[src/rtl/lvds_tx.sv]
// 2-bit strobed DDR serializer: pops 32-bit words from the TX FIFO, forces the
// I/Q sync fields and shifts each word out MSB-first as 16 strobed symbols.
module lvds_tx #(
    parameter int unsigned FRAME_GAP = 0,
    parameter int unsigned GAP_W     = 4
) (
    input  logic        i_rst_b,
    input  logic        i_ddr_clk,
    input  logic        i_tx_en,
    input  logic        i_fifo_empty,
    input  logic [31:0] i_fifo_data,
    output logic        o_fifo_read_clk,
    output logic        o_fifo_pop,
    output logic [1:0]  o_ddr_data,
    output logic        o_ddr_strobe,
    output logic        o_tx_busy,
    output logic [2:0]  o_debug_state
);

    typedef enum logic [2:0] {
        IDLE = 3'b000,
        POP  = 3'b001,
        LOAD = 3'b010,
        SEND = 3'b011,
        GAP  = 3'b100
    } state_t;

    localparam bit              PREFETCH = (FRAME_GAP == 0);
    localparam bit              HAS_GAP  = (FRAME_GAP > 0);
    localparam logic [GAP_W-1:0] GAP_INIT = GAP_W'(FRAME_GAP);

    state_t             state_q, state_d;
    logic [31:0]        sr_q, sr_d;
    logic [3:0]         cnt_q, cnt_d;
    logic [GAP_W-1:0]   gap_q, gap_d;
    logic               pop_q, pop_d;
    logic               pf_q, pf_d;
    logic [1:0]         data_q, data_d;
    logic               strobe_q, strobe_d;
    logic [31:0]        fmt_w;

    // I sync = 10 in [31:30], Q sync = 01 in [15:14], bit 0 cleared for the receiver's flag
    assign fmt_w = (i_fifo_data & 32'h3FFF_3FFE) | 32'h8000_4000;

    always_comb begin
        state_d  = state_q;
        sr_d     = sr_q;
        cnt_d    = cnt_q;
        gap_d    = gap_q;
        pop_d    = 1'b0;
        pf_d     = pf_q;
        data_d   = data_q;
        strobe_d = strobe_q;
        case (state_q)
            IDLE: begin
                data_d   = '0;
                strobe_d = 1'b0;
                pf_d     = 1'b0;
                if (i_tx_en && !i_fifo_empty) begin
                    pop_d   = 1'b1;
                    state_d = POP;
                end
            end
            POP: state_d = LOAD;
            LOAD: begin
                data_d   = fmt_w[31:30];
                sr_d     = {fmt_w[29:0], 2'b00};
                strobe_d = 1'b1;
                cnt_d    = '0;
                state_d  = SEND;
            end
            SEND: begin
                if (cnt_q != 4'd15) begin
                    data_d = sr_q[31:30];
                    sr_d   = {sr_q[29:0], 2'b00};
                    cnt_d  = cnt_q + 4'd1;
                    // Prefetch so the next word lands in the last-symbol cycle
                    if (PREFETCH && cnt_q == 4'd13 && i_tx_en && !i_fifo_empty) begin
                        pop_d = 1'b1;
                        pf_d  = 1'b1;
                    end
                end else if (pf_q) begin
                    data_d = fmt_w[31:30];
                    sr_d   = {fmt_w[29:0], 2'b00};
                    cnt_d  = '0;
                    pf_d   = 1'b0;
                end else begin
                    strobe_d = 1'b0;
                    data_d   = '0;
                    if (HAS_GAP) begin
                        gap_d   = GAP_INIT;
                        state_d = GAP;
                    end else begin
                        state_d = IDLE;
                    end
                end
            end
            GAP: begin
                gap_d = gap_q - 1'b1;
                if (gap_q <= 1) state_d = IDLE;
            end
            default: state_d = IDLE;
        endcase
    end

    always_ff @(posedge i_ddr_clk or negedge i_rst_b) begin
        if (!i_rst_b) begin
            state_q  <= IDLE;
            sr_q     <= '0;
            cnt_q    <= '0;
            gap_q    <= '0;
            pop_q    <= 1'b0;
            pf_q     <= 1'b0;
            data_q   <= '0;
            strobe_q <= 1'b0;
        end else begin
            state_q  <= state_d;
            sr_q     <= sr_d;
            cnt_q    <= cnt_d;
            gap_q    <= gap_d;
            pop_q    <= pop_d;
            pf_q     <= pf_d;
            data_q   <= data_d;
            strobe_q <= strobe_d;
        end
    end

    assign o_fifo_read_clk = i_ddr_clk;
    assign o_fifo_pop      = pop_q;
    assign o_ddr_data      = data_q;
    assign o_ddr_strobe    = strobe_q;
    assign o_tx_busy       = (state_q != IDLE);
    assign o_debug_state   = state_q;

endmodule
[config.mk]
export PLATFORM = sky130hd
export DESIGN_NAME = lvds_tx
export DESIGN_NICKNAME = d
export VERILOG_FILES = /design/src/rtl/lvds_tx.sv
export SDC_FILE = /design/constraint.sdc
export NUM_CORES = 1
export LEC_CHECK = 0
export CORE_ASPECT_RATIO = 0.9
export CORE_MARGIN = 2
export CORE_UTILIZATION = 63
export CTS_CLUSTER_SIZE = 24
export DETAILED_ROUTE_END_ITERATION = 8
export DONT_BUFFER_PORTS = 1
export PLACE_DENSITY = 0.79
export SYNTH_ARGS = -nofsm -noshare
export SYNTH_HDL_FRONTEND = slang
export SYNTH_SLANG_ARGS = --single-unit
[constraint.sdc]
create_clock -name i_ddr_clk -period 2.6 [get_ports i_ddr_clk]
set_clock_uncertainty 0.1 [all_clocks]
set_input_delay 0.26 -clock i_ddr_clk [delete_from_list [all_inputs] [get_ports i_ddr_clk]]
set_output_delay 0.26 -clock i_ddr_clk [all_outputs]
set_load 0.05 [all_outputs]
==> implementation parameters <==
Parameter                              Value

Run status
  Outcome ... finished clean

Worst setup path
  Crit path launch type ... flip-flop
  Kind of capture point of the worst setup path ... flip-flop
  CP Class ... flip-flop to flip-flop
  Largest delay contributor family on the critical path ... compound AO/OA/AOI/OAI gates
  Worst path max stage delay ... 0.41 ns
  Critical path buffers and inverters ... 3
  Worst-path fanout max ... 16
  Critical path, cell by cell ... buf_4 -> inv_1 -> ha_1 -> nor2_1 -> a31o_1 -> buf_4 -> a221oi_1
  Crit path required time ... approximately 2.7 ns
  Arrival @ worst endpoint ... 2.16 ns
  Cell mode on critical path ... sky130_fd_sc_hd__buf_4
  Slowest cell on the critical path ... sky130_fd_sc_hd__dfrtp_1

Pwr
  PnR Total Power ... approximately 3.1 mW
  Power density of the placed cells ... 1330 mW/mm^2
  Peak VDD IR ... 0.667 mV
  Switching Share ... ~43%
  Internal power component ... between 1.5 and 2 mW
  Share of total power in combinational logic ... 53.1%
  Leakage power ... 1.20 nW
  Clock group share of total power ... between 10 and 15%
  Net switching power ... 1.37 mW
  Sequential fraction of design power ... between 30% and 40%

Clock tree
  Source-to-sink clock delay at the later pin of the worst-skew pair ... 0.29 ns
  Maximum number of buffers from clock root to sink ... 2
  Clock tree sinks ... 40
  CTS clock-pin slew for the worst setup and hold paths ... 0.07 ns
  TritonCTS Buffers ... 5
  H-tree depth ... 2
  Clock tree from TritonCTS ... done
  Buffer cell driving the clock tree root ... sky130_fd_sc_hd__clkbuf_8

Logic synthesis
  Fraction of registers with async set or reset after synthesis ... 100%
  Most common library cells after synthesis ... sky130_fd_sc_hd__dfrtp_1, sky130_fd_sc_hd__inv_1, sky130_fd_sc_hd__nor2_1, sky130_fd_sc_hd__and3_1, sky130_fd_sc_hd__a221oi_2
  Cell count after synthesis ... about 220
  Post-synthesis register bit count ... 40
  Cell type with the highest aggregate area in the netlist ... sky130_fd_sc_hd__dfrtp_1
  Fraction of the yosys area taken by sequential cells ... about 45%
  Post-Synthesis Mean Instance Area ... 10.3 sq um
  Count of flip-flops with a built-in enable after synthesis ... 0
  Synthesized area ... 0.00223 sq mm
  Top flip-flop cell by instance count after synthesis ... sky130_fd_sc_hd__dfrtp_1
  Portion of synthesized cell area occupied by the leading cell type ... 44.9%
  Synth cell types ... 41
  Most area-consuming cells after synthesis ... sky130_fd_sc_hd__dfrtp_1, sky130_fd_sc_hd__a221oi_2, sky130_fd_sc_hd__and3_1, sky130_fd_sc_hd__inv_1, sky130_fd_sc_hd__nor2_1
  Synth warn ... 0
  Post-Syn Nets ... 259
  Most numerous cell in the Yosys netlist ... sky130_fd_sc_hd__dfrtp_1

Routing
  DR WL/cell ... 17.2 um
  Detailed Route WL ... 4.52 mm
  TritonRoute pass-1 iters ... 4
  Final ANT Viol Nets ... 0
  DRT iter0 DRCs ... about 110
  Via Count ... 1601
  Drc violations ... 0
  Number of vias per cell after detailed routing ... approximately 6.1

Floorplanning
  Ports ... 45
  Overall die width ... roughly 67 um
  Floorplan row count ... 20
  Initial core utilization ... roughly two thirds
  Die height ... 60.5 um
  Full die area ... just over 0.004 sq mm
  Floorplan Core Area ... 0.00338 sq mm

Timing
  TNS Setup ... 0 ns
  Worst hold margin ... 0.0690 ns
  Worst slew margin ... 63.1%
  Min Clock Period, post-route ... 2.08 ns
  Final period util ... ~80%
  RSZ-0062 raised after global routing ... false
  Final hold violation count ... 0
  Max-slew violations ... 0
  Measured slew at the worst slew-check pin ... 0.552 ns
  Setup Viol. Count Final ... 0
  Highest clock rate ... between 400 and 500 MHz

Finish
  Antenna diodes ... 0
  Synthesis-to-finish area growth ... 6.00%
  Fraction of layout cells with a size suffix above 1 ... 20.1%
  # nets final ... 261
  Filler instances ... 252
  Register area ... between 0.001 and 0.0015 sq mm
  Total area of multi-input combinational cells ... approximately 990 sq um

GRT
  Global-route congestion overflow total ... 0
  Total Routing Usage GR ... ~25%
  Pin count of the biggest net entering global routing ... 41
  Global-route wire length before repair ... 7.26 mm
  Number of global-route vias before repair ... between 1500 and 2000
  Antenna violations before repair ... 0

Run
  Max Cap Violations ... 0

Place
  Final estimated routing congestion in global placement ... 0.757
  Number of I/O port buffers ... 0
  Total half-perimeter wirelength after legalization and detailed placement ... 3.14 mm

Worst hold path
  Worst hold path type ... primary input to flip-flop
worst register-to-register path: stages, from the launching register on:
cell                       delay [ns]
sky130_fd_sc_hd__dfrtp_1         0.41
sky130_fd_sc_hd__buf_4           0.21
sky130_fd_sc_hd__inv_1           0.11
sky130_fd_sc_hd__ha_1            0.28
sky130_fd_sc_hd__nor2_1          0.09
sky130_fd_sc_hd__a31o_1          0.21
sky130_fd_sc_hd__buf_4           0.21
sky130_fd_sc_hd__a221oi_1        0.35
per-layer routing:
| metal | track usage [%] | share of wire, % | vias to the layer above | wire length (um) |
|---|---|---|---|---|
| li1 | - | - | 764 | - |
| met4 | 12.5 | 2.0 | 0 | 89 |
| met2 | 43.1 | 52 | 40 | 2330 |
| met1 | 29.8 | 42 | 788 | 1880 |
| met5 | 0 | 0 | - | 0 |
| met3 | 6.12 | 4.9 | 9 | 221 |
registers in the layout, indices dropped and copies added, names as in the netlist:
register and flops:
o_ddr_strobe 1, pf_q 1, o_debug_state 2, o_ddr_data 2, sr_q 29, o_fifo_pop 1, cnt_q 4
worst paths after layout:
| path | start | endpoint | slack [ns] | cells after the start |
|---|---|---|---|---|
| max | o_debug_state[0] | sr_q[9] | 0.52 | 7 |
| max reg2reg | o_debug_state[0] | sr_q[9] | 0.52 | 7 |
| max in group asynchronous | i_rst_b | cnt_q[2] | 1.84 | 2 |
| min reg2reg | sr_q[16] | sr_q[16] | 0.41 | 1 |
| min in group asynchronous | i_rst_b | sr_q[21] | 0.37 | 2 |
| min | i_fifo_data[29] | sr_q[31] | 0.07 | 2 |
area by class of cell:
cell class	count	share of cell area [%]
repair buffers	13	5.29
clock buffers	6	3.07
flip-flops and latches	40	42.3
well taps	44	2.33
inverters	31	4.92
multi-input cells	128	41.9
clock inverters	1	0.212
placed cells by master, fill, tap and decap left out, types with 4 or more instances in the layout:
cell	netlist	final
sky130_fd_sc_hd__clkbuf_8	0	5
sky130_fd_sc_hd__buf_4	2	10
sky130_fd_sc_hd__dfrtp_1	40	40
sky130_fd_sc_hd__inv_1	31	31
sky130_fd_sc_hd__a221oi_1	6	6
sky130_fd_sc_hd__mux2_2	4	4
sky130_fd_sc_hd__and3_1	22	22
sky130_fd_sc_hd__nand2_1	4	4
sky130_fd_sc_hd__nor3b_1	5	5
sky130_fd_sc_hd__a221oi_2	19	19
sky130_fd_sc_hd__ha_1	6	6
sky130_fd_sc_hd__a21oi_1	6	6
sky130_fd_sc_hd__nor2_1	28	28
power groups by stage:
stage                     clock network, mW  logic (mW)  registers [mW]
after global placement                    0        1.57            1.08
after global routing                  0.419        1.83            1.12
after CTS                             0.389        1.69            1.09
after detailed placement                  0        1.66            1.10
after floorplan                      0.0829        1.35            1.13
final                                 0.384        1.67            1.09
logic make-up after synthesis:
logic type	after synthesis	share of synthesized area (%)
muxes	6	3.08
adders and majority gates	6	3.37
other	1	0.168
buffers and inverters	49	10.8
AOI/OAI and AO/OA	46	21.6
DFF	40	44.9
and+or+nand+nor	69	16.2
per-stage QoR:
step                      instance area (sq um)  utilization [%]  instances  setup slack (ns)
after floorplan                            2230                -        217             0.363
after global placement                     2260             66.8        254             0.626
after detailed placement                   2260             66.8        254             0.528
after CTS                                  2360             70.0        263             0.511
after global routing                       2360             70.0        263             0.406
final                                      2360             70.0        263             0.522
repair_timing:
| action | CTS | global route |
|---|---|---|
| endpoints found under the hold margin | 40 | 0 |
| setup buffers | 0 | 0 |
| resized for setup | 0 | 0 |
| hold buffers | 2 | 0 |
Power figures use the tool's default switching activity.
